<file path="src/rtl/instr_sequencer_pkg.sv">
// Shared definitions for the lab03 instruction sequencer and the control unit
// that consumes its issued instructions.
package seq_pkg;

  typedef enum logic [2:0] {
    OP_MV   = 3'd0,
    OP_MVI  = 3'd1,
    OP_ADD  = 3'd2,
    OP_SUB  = 3'd3,
    OP_HALT = 3'd7
  } opcode_t;

  typedef enum logic [2:0] {
    S_IDLE,
    S_FETCH,
    S_DECODE,
    S_IMM,
    S_IMM_CAP,
    S_ISSUE,
    S_WAIT,
    S_HALTED
  } seq_state_t;

  localparam int unsigned OP_MSB = 15;
  localparam int unsigned OP_LSB = 13;
  localparam int unsigned RX_MSB = 12;
  localparam int unsigned RX_LSB = 10;
  localparam int unsigned RY_MSB = 9;
  localparam int unsigned RY_LSB = 7;

  function automatic logic [2:0] op_field(input logic [15:0] w);
    return w[OP_MSB:OP_LSB];
  endfunction

  function automatic logic [2:0] rx_field(input logic [15:0] w);
    return w[RX_MSB:RX_LSB];
  endfunction

  function automatic logic [2:0] ry_field(input logic [15:0] w);
    return w[RY_MSB:RY_LSB];
  endfunction

endpackage

</file>
<file path="src/rtl/instr_sequencer_if.sv">
// Issue handshake between the sequencer (master) and the control unit (slave).
interface instr_sequencer_if;
  logic [15:0] instruction;
  logic [15:0] imm_data;
  logic        run;
  logic        done;

  modport master (output instruction, output imm_data, output run, input done);
  modport slave  (input instruction, input imm_data, input run, output done);
endinterface

</file>
<file path="src/rtl/instr_sequencer_prog_ram.sv">
// Program RAM: one synchronous write port, one synchronous read port (1-cycle latency).
module prog_ram #(
  parameter int unsigned DEPTH = 32,
  parameter int unsigned AW    = $clog2(DEPTH)
) (
  input  logic          clk,
  input  logic          we,
  input  logic [AW-1:0] waddr,
  input  logic [15:0]   wdata,
  input  logic [AW-1:0] raddr,
  output logic [15:0]   rdata
);

  logic [15:0] mem [DEPTH];

  always_ff @(posedge clk) begin
    if (we) mem[waddr] <= wdata;
    rdata <= mem[raddr];
  end

endmodule

</file>
<file path="src/rtl/instr_sequencer.sv">
// Instruction sequencer: fetches program words, issues each with a run strobe,
// waits for done, and traps on halt or a done watchdog timeout.
module instr_sequencer
  import seq_pkg::*;
#(
  parameter int unsigned DEPTH   = 32,
  parameter int unsigned AW      = $clog2(DEPTH),
  parameter int unsigned TIMEOUT = 16
) (
  input  logic                clk,
  input  logic                reset_n,
  input  logic                start,
  input  logic                load_we,
  input  logic [AW-1:0]       load_addr,
  input  logic [15:0]         load_data,
  instr_sequencer_if.master   ctrl,
  output logic [AW-1:0]       pc,
  output logic                busy,
  output logic                halted,
  output logic                timeout_err
);

  localparam int unsigned WDW = (TIMEOUT > 1) ? $clog2(TIMEOUT) : 1;
  localparam logic [WDW-1:0] WD_LAST = WDW'(TIMEOUT - 1);

  seq_state_t      state, next_state;
  logic [15:0]     ir;
  logic [15:0]     imm;
  logic [15:0]     rd_data;
  logic [WDW-1:0]  wd;
  logic            idle_like;
  logic            ram_we;

  assign idle_like = (state == S_IDLE) || (state == S_HALTED);
  assign ram_we    = load_we && idle_like;

  // Reading at pc every cycle covers both FETCH and IMM; the data is only
  // consumed in DECODE and IMM_CAP.
  prog_ram #(
    .DEPTH (DEPTH),
    .AW    (AW)
  ) u_ram (
    .clk   (clk),
    .we    (ram_we),
    .waddr (load_addr),
    .wdata (load_data),
    .raddr (pc),
    .rdata (rd_data)
  );

  always_ff @(posedge clk or negedge reset_n) begin
    if (!reset_n) state <= S_IDLE;
    else          state <= next_state;
  end

  always_comb begin
    next_state = state;
    unique case (state)
      S_IDLE, S_HALTED: if (start) next_state = S_FETCH;
      S_FETCH:          next_state = S_DECODE;
      S_DECODE: begin
        if (op_field(rd_data) == OP_HALT)     next_state = S_HALTED;
        else if (op_field(rd_data) == OP_MVI) next_state = S_IMM;
        else                                  next_state = S_ISSUE;
      end
      S_IMM:            next_state = S_IMM_CAP;
      S_IMM_CAP:        next_state = S_ISSUE;
      S_ISSUE:          next_state = ctrl.done ? S_FETCH : S_WAIT;
      S_WAIT: begin
        if (ctrl.done)          next_state = S_FETCH;
        else if (wd == WD_LAST) next_state = S_HALTED;
      end
      default:          next_state = S_IDLE;
    endcase
  end

  always_ff @(posedge clk or negedge reset_n) begin
    if (!reset_n) begin
      pc          <= '0;
      ir          <= '0;
      imm         <= '0;
      wd          <= '0;
      timeout_err <= 1'b0;
    end else begin
      unique case (state)
        S_IDLE, S_HALTED: begin
          if (start) begin
            pc          <= '0;
            timeout_err <= 1'b0;
          end
        end
        S_DECODE: begin
          ir <= rd_data;
          pc <= pc + AW'(1);
        end
        S_IMM_CAP: begin
          imm <= rd_data;
          pc  <= pc + AW'(1);
        end
        S_ISSUE: wd <= '0;
        S_WAIT: begin
          if (!ctrl.done) begin
            if (wd == WD_LAST) timeout_err <= 1'b1;
            else               wd <= wd + WDW'(1);
          end
        end
        default: ;
      endcase
    end
  end

  assign ctrl.instruction = ir;
  assign ctrl.imm_data    = imm;
  assign ctrl.run         = (state == S_ISSUE);
  assign busy             = !idle_like;
  assign halted           = (state == S_HALTED);

endmodule

</file>
<file path="src/flat_wrapper.sv">
// flat-port wrapper written by rule: the top's interface ports become plain ports
module instr_sequencer_flat import seq_pkg::*;
#(
  parameter int unsigned DEPTH   = 32,
  parameter int unsigned AW      = $clog2(DEPTH),
  parameter int unsigned TIMEOUT = 16
)
  (clk, reset_n, start, load_we, load_addr, load_data, pc, busy, halted, timeout_err, ctrl_instruction, ctrl_imm_data, ctrl_run, ctrl_done);
  instr_sequencer_if ctrl_i ();
  input  logic clk;
  input  logic reset_n;
  input  logic start;
  input  logic load_we;
  input  logic [AW-1:0] load_addr;
  input  logic [15:0] load_data;
  output logic [AW-1:0] pc;
  output logic busy;
  output logic halted;
  output logic timeout_err;
  output wire logic [$bits(ctrl_i.instruction)-1:0] ctrl_instruction;
  output wire logic [$bits(ctrl_i.imm_data)-1:0] ctrl_imm_data;
  output wire logic [$bits(ctrl_i.run)-1:0] ctrl_run;
  input wire logic [$bits(ctrl_i.done)-1:0] ctrl_done;
  assign ctrl_instruction = ctrl_i.instruction;
  assign ctrl_imm_data = ctrl_i.imm_data;
  assign ctrl_run = ctrl_i.run;
  assign ctrl_i.done = ctrl_done;
  instr_sequencer #(.DEPTH(DEPTH), .AW(AW), .TIMEOUT(TIMEOUT)) u_core (.clk(clk), .reset_n(reset_n), .start(start), .load_we(load_we), .load_addr(load_addr), .load_data(load_data), .ctrl(ctrl_i), .pc(pc), .busy(busy), .halted(halted), .timeout_err(timeout_err));
endmodule
</file>
<file path="config.mk">
export PLATFORM = sky130hd
export DESIGN_NAME = instr_sequencer_flat
export DESIGN_NICKNAME = d
export VERILOG_FILES = /design/src/rtl/instr_sequencer_pkg.sv /design/src/rtl/instr_sequencer_if.sv /design/src/rtl/instr_sequencer_prog_ram.sv /design/src/rtl/instr_sequencer.sv /design/src/flat_wrapper.sv
export SDC_FILE = /design/constraint.sdc
export NUM_CORES = 1
export LEC_CHECK = 0
export ABC_CLOCK_PERIOD_IN_PS = 2610
export CORE_ASPECT_RATIO = 1.5
export CORE_MARGIN = 2
export CORE_UTILIZATION = 55
export CTS_CLUSTER_DIAMETER = 80
export CTS_CLUSTER_SIZE = 28
export DETAILED_ROUTE_END_ITERATION = 6
export GPL_TIMING_DRIVEN = 0
export PLACE_DENSITY = 0.8
export SLEW_MARGIN = 0
export SYNTH_ARGS = -nofsm -noshare
export SYNTH_HDL_FRONTEND = slang
export SYNTH_SLANG_ARGS = --single-unit
</file>
<file path="constraint.sdc">
create_clock -name clk -period 2.61 [get_ports clk]
set_input_delay 0.6525 -clock clk [delete_from_list [all_inputs] [get_ports clk]]
set_output_delay 0.6525 -clock clk [all_outputs]
set_load 0.05 [all_outputs]
</file>
==> impl_metrics.env <==
export IMPL_syn_area_um2=22400
export IMPL_fin_skew_ps=15.7
export IMPL_r2r_setup_slack_ps=-120
export IMPL_yosysSeqAreaShare_pct=75.1
export IMPL_r2r_end="u_core.u_ram.rdata[5]$_DFF_P_"
export IMPL_grt_pass1_vias=12136
export IMPL_place_ws_ps=-992
export IMPL_place_area_um2=23800
export IMPL_setup_viol=4
export IMPL_synth_seq_cells=573
export IMPL_clk_path_buf_depth=3
export IMPL_vias_per_cell=6.41
export IMPL_rows=90
export IMPL_cts_sinks=573
export IMPL_final_common_cell="edfxtp_1"
export IMPL_clk_pin_slew_worst_paths_ps=110
export IMPL_synth_top_cell_area_share_pct=68.6
export IMPL_grt_overflow=0
export IMPL_hold_viol_final=0
export IMPL_period_needed_ps=2730
export IMPL_fin_ws_ps=-117
export IMPL_nNetsFinal=1415
export IMPL_grt_first_pass_wirelength_um=76800
export IMPL_min_period_over_period_pct=104
export IMPL_initial_utilization_pct=55.7
export IMPL_die_w_um=169
export IMPL_drc=0
export IMPL_critPathKind="reg -> reg"
export IMPL_die_area_um2=42400
export IMPL_htreeDepth=1
export IMPL_slew_viol_final=0
export IMPL_synth_area_leaders="edfxtp_1, mux2i_1, dfrtp_1, a22oi_1, mux2_2"
export IMPL_ff2ff_path_depth=7
export IMPL_p_leak_nw=8.17
export IMPL_min_path_type="in -> async"
export IMPL_vdd_drop_max_v=0.000599
export IMPL_synth_cells=1266
export IMPL_die_y_um=251
export IMPL_cp_arrival_ps=3190
export IMPL_max_cap_violations=0
export IMPL_synth_edf_count=512
export IMPL_crit_required_ps=3070
export IMPL_synthToLayoutAreaGrowth_pct=12.0
export IMPL_gp_congestion=0.913
export IMPL_yosys_area_top_type="edfxtp_1"
export IMPL_rsz0062_at_grt="true"
export IMPL_worst_setup_path_start_kind="flip-flop"
export IMPL_cp_end_kind="flip-flop"
export IMPL_vias=12197
export IMPL_cts_made_buffers=24
export IMPL_clk_latency_ps=580
export IMPL_yosysUniqueCellTypes=53
export IMPL_dp_hpwl_um=35300
export IMPL_max_freq_mhz=367
export IMPL_root_buffer="clkbuf_16"
export IMPL_cts_tree="yes"
export IMPL_core_um2=40200
export IMPL_drive_gt1_share_pct=15.6
export IMPL_diodes=0
export IMPL_synth_ff_type="edfxtp_1"
export IMPL_fill_cells=2764
export IMPL_p_per_area_nw_per_um2=888
export IMPL_firstDrtPassIters=5
export IMPL_final_cells=1903
export IMPL_drtIter0Drc=1253
export IMPL_portBuffers=66
export IMPL_wire_per_inst_um=28.3
export IMPL_violations="negative setup slack"
export IMPL_outcome="complete, but fails checks"
export IMPL_yosys_warnings=0
export IMPL_wl_um=53900
export IMPL_hold_slack_ps=407
export IMPL_fin_area_um2=25100
export IMPL_grt_max_degree=43
export IMPL_synth_nets=1294
export IMPL_dp_cells=1841
export IMPL_antenna_found_initial=2
export IMPL_timing_rr_start="u_core.pc[0]$_DFFE_PN0P_"
export IMPL_io_pins=67
export IMPL_ant_nets=0
export IMPL_tightestPinTransition_ps=1440
export IMPL_worstPathMaxFanout=10
export IMPL_relSlewSlack_pct=3.51
export IMPL_synth_async_sr_flop_share_pct=7.85
export IMPL_grt_total_usage_pct=25.2
export IMPL_mostFrequentLayoutCells="edfxtp_1, mux2i_1, a22oi_1, clkdlybuf4s50_1, dfrtp_1"
export IMPL_synth_area_per_cell_um2=17.7
flip-flops by register name, summed over array words and instances, names as in the netlist:
register	cells
u_core.ctrl.instruction	16
u_core.ctrl.imm_data	16
u_core.u_ram.mem	512
u_core.wd	4
u_core.state	3
u_core.u_ram.rdata	16
u_core.pc	5
u_core.timeout_err	1
cell usage after synthesis (all sizes together), types with 3 or more instances:
master  count
clkbuf     12
buf        62
inv         4
and4b       5
a21oi       9
nor2       63
nand3       7
nor4bb      5
dfrtp      45
a211oi      3
nor4b       5
nand4      35
mux2       32
nand3b      5
and3        3
nand2      13
a31oi       4
mux2i     257
edfxtp    512
o22ai       3
dfxtp      16
o221ai      3
o21ai       7
a22oi     129
report_power, final:
part,switching (mW),internal [mW],leakage [nW]
clock network,2.58,1.79,0.325
logic,4.51,2.58,2.57
registers,0.313,10.5,5.28
total,7.41,14.9,8.17
logic make-up after synthesis:
family / share of synthesized area, %
and+or+nand+nor: 4.22
adders and majority gates: 0.112
AOI/OAI and AO/OA: 5.40
xor gates and xnor gates: 0.0391
muxes: 13.1
DFF: 75.1
buffers and inverters: 2.07
worst max path at each step:
stage | start | to | slack, ps | depth (start not counted)
after floorplan | u_core.state[0]$_DFFE_PN0P_ | u_core.u_ram.mem[16][0]$_DFFE_PP_ | -190 | 6
after global placement | load_we | u_core.u_ram.mem[2][3]$_DFFE_PP_ | -940 | 4
after detailed placement | load_we | u_core.u_ram.mem[18][3]$_DFFE_PP_ | -990 | 4
after CTS | u_core.state[0]$_DFFE_PN0P_ | busy | 6 | 4
after global routing | u_core.state[0]$_DFFE_PN0P_ | u_core.u_ram.mem[16][3]$_DFFE_PP_ | -30 | 6
final | u_core.pc[0]$_DFFE_PN0P_ | u_core.u_ram.rdata[5]$_DFF_P_ | -120 | 7
layout make-up:
class                           count  area (um^2)  share of cell area [%]
Sequential cell                   573        16800                    67.0
Multi-Input combinational cell    614         5430                    21.6
Timing Repair Buffer               95         1070                    4.25
Clock buffer                       34          659                    2.63
Tap cell                          506          633                    2.52
Buffer                             74          460                    1.83
Clock inverter                      2         18.8                  0.0748
Inverter                            5         18.8                  0.0748
what timing repair did:
item | CTS | global route
hold endpoints to repair | 3 | 0
hold buffers | 1 | 0
endpoints found under the setup margin | 527 | 214
setup buffers | 16 | 8
resized for setup | 65 | 21
pin swaps | 16 | 9
through the flow:
step / utilization [%] / total power [mW] / TNS, ps
after global routing: 62.4 / 23.0 / -904
final: 62.4 / 22.3 / -213
after global placement: 59.0 / 17.8 / -394020
after floorplan: - / 15.5 / -6090
after CTS: 61.8 / 22.3 / 0
after detailed placement: 59.1 / 18.0 / -355500
worst max-delay path, stage by stage (launching register included):
cell and delay, ps:
dfrtp_1 460, buf_2 220, and4b_1 270, clkbuf_1 250
buf_2 310, a22oi_1 500, nand4_1 300, nor2_1 320
per-layer routing:
layer,global-route usage (%),up-vias,routed length [um]
li1,-,5286,-
met3,2.30,159,3150
met5,0,-,13
met2,45.4,565,28400
met1,28.5,6185,18500
met4,16.2,2,3870
(Power assumes the default switching activity.)
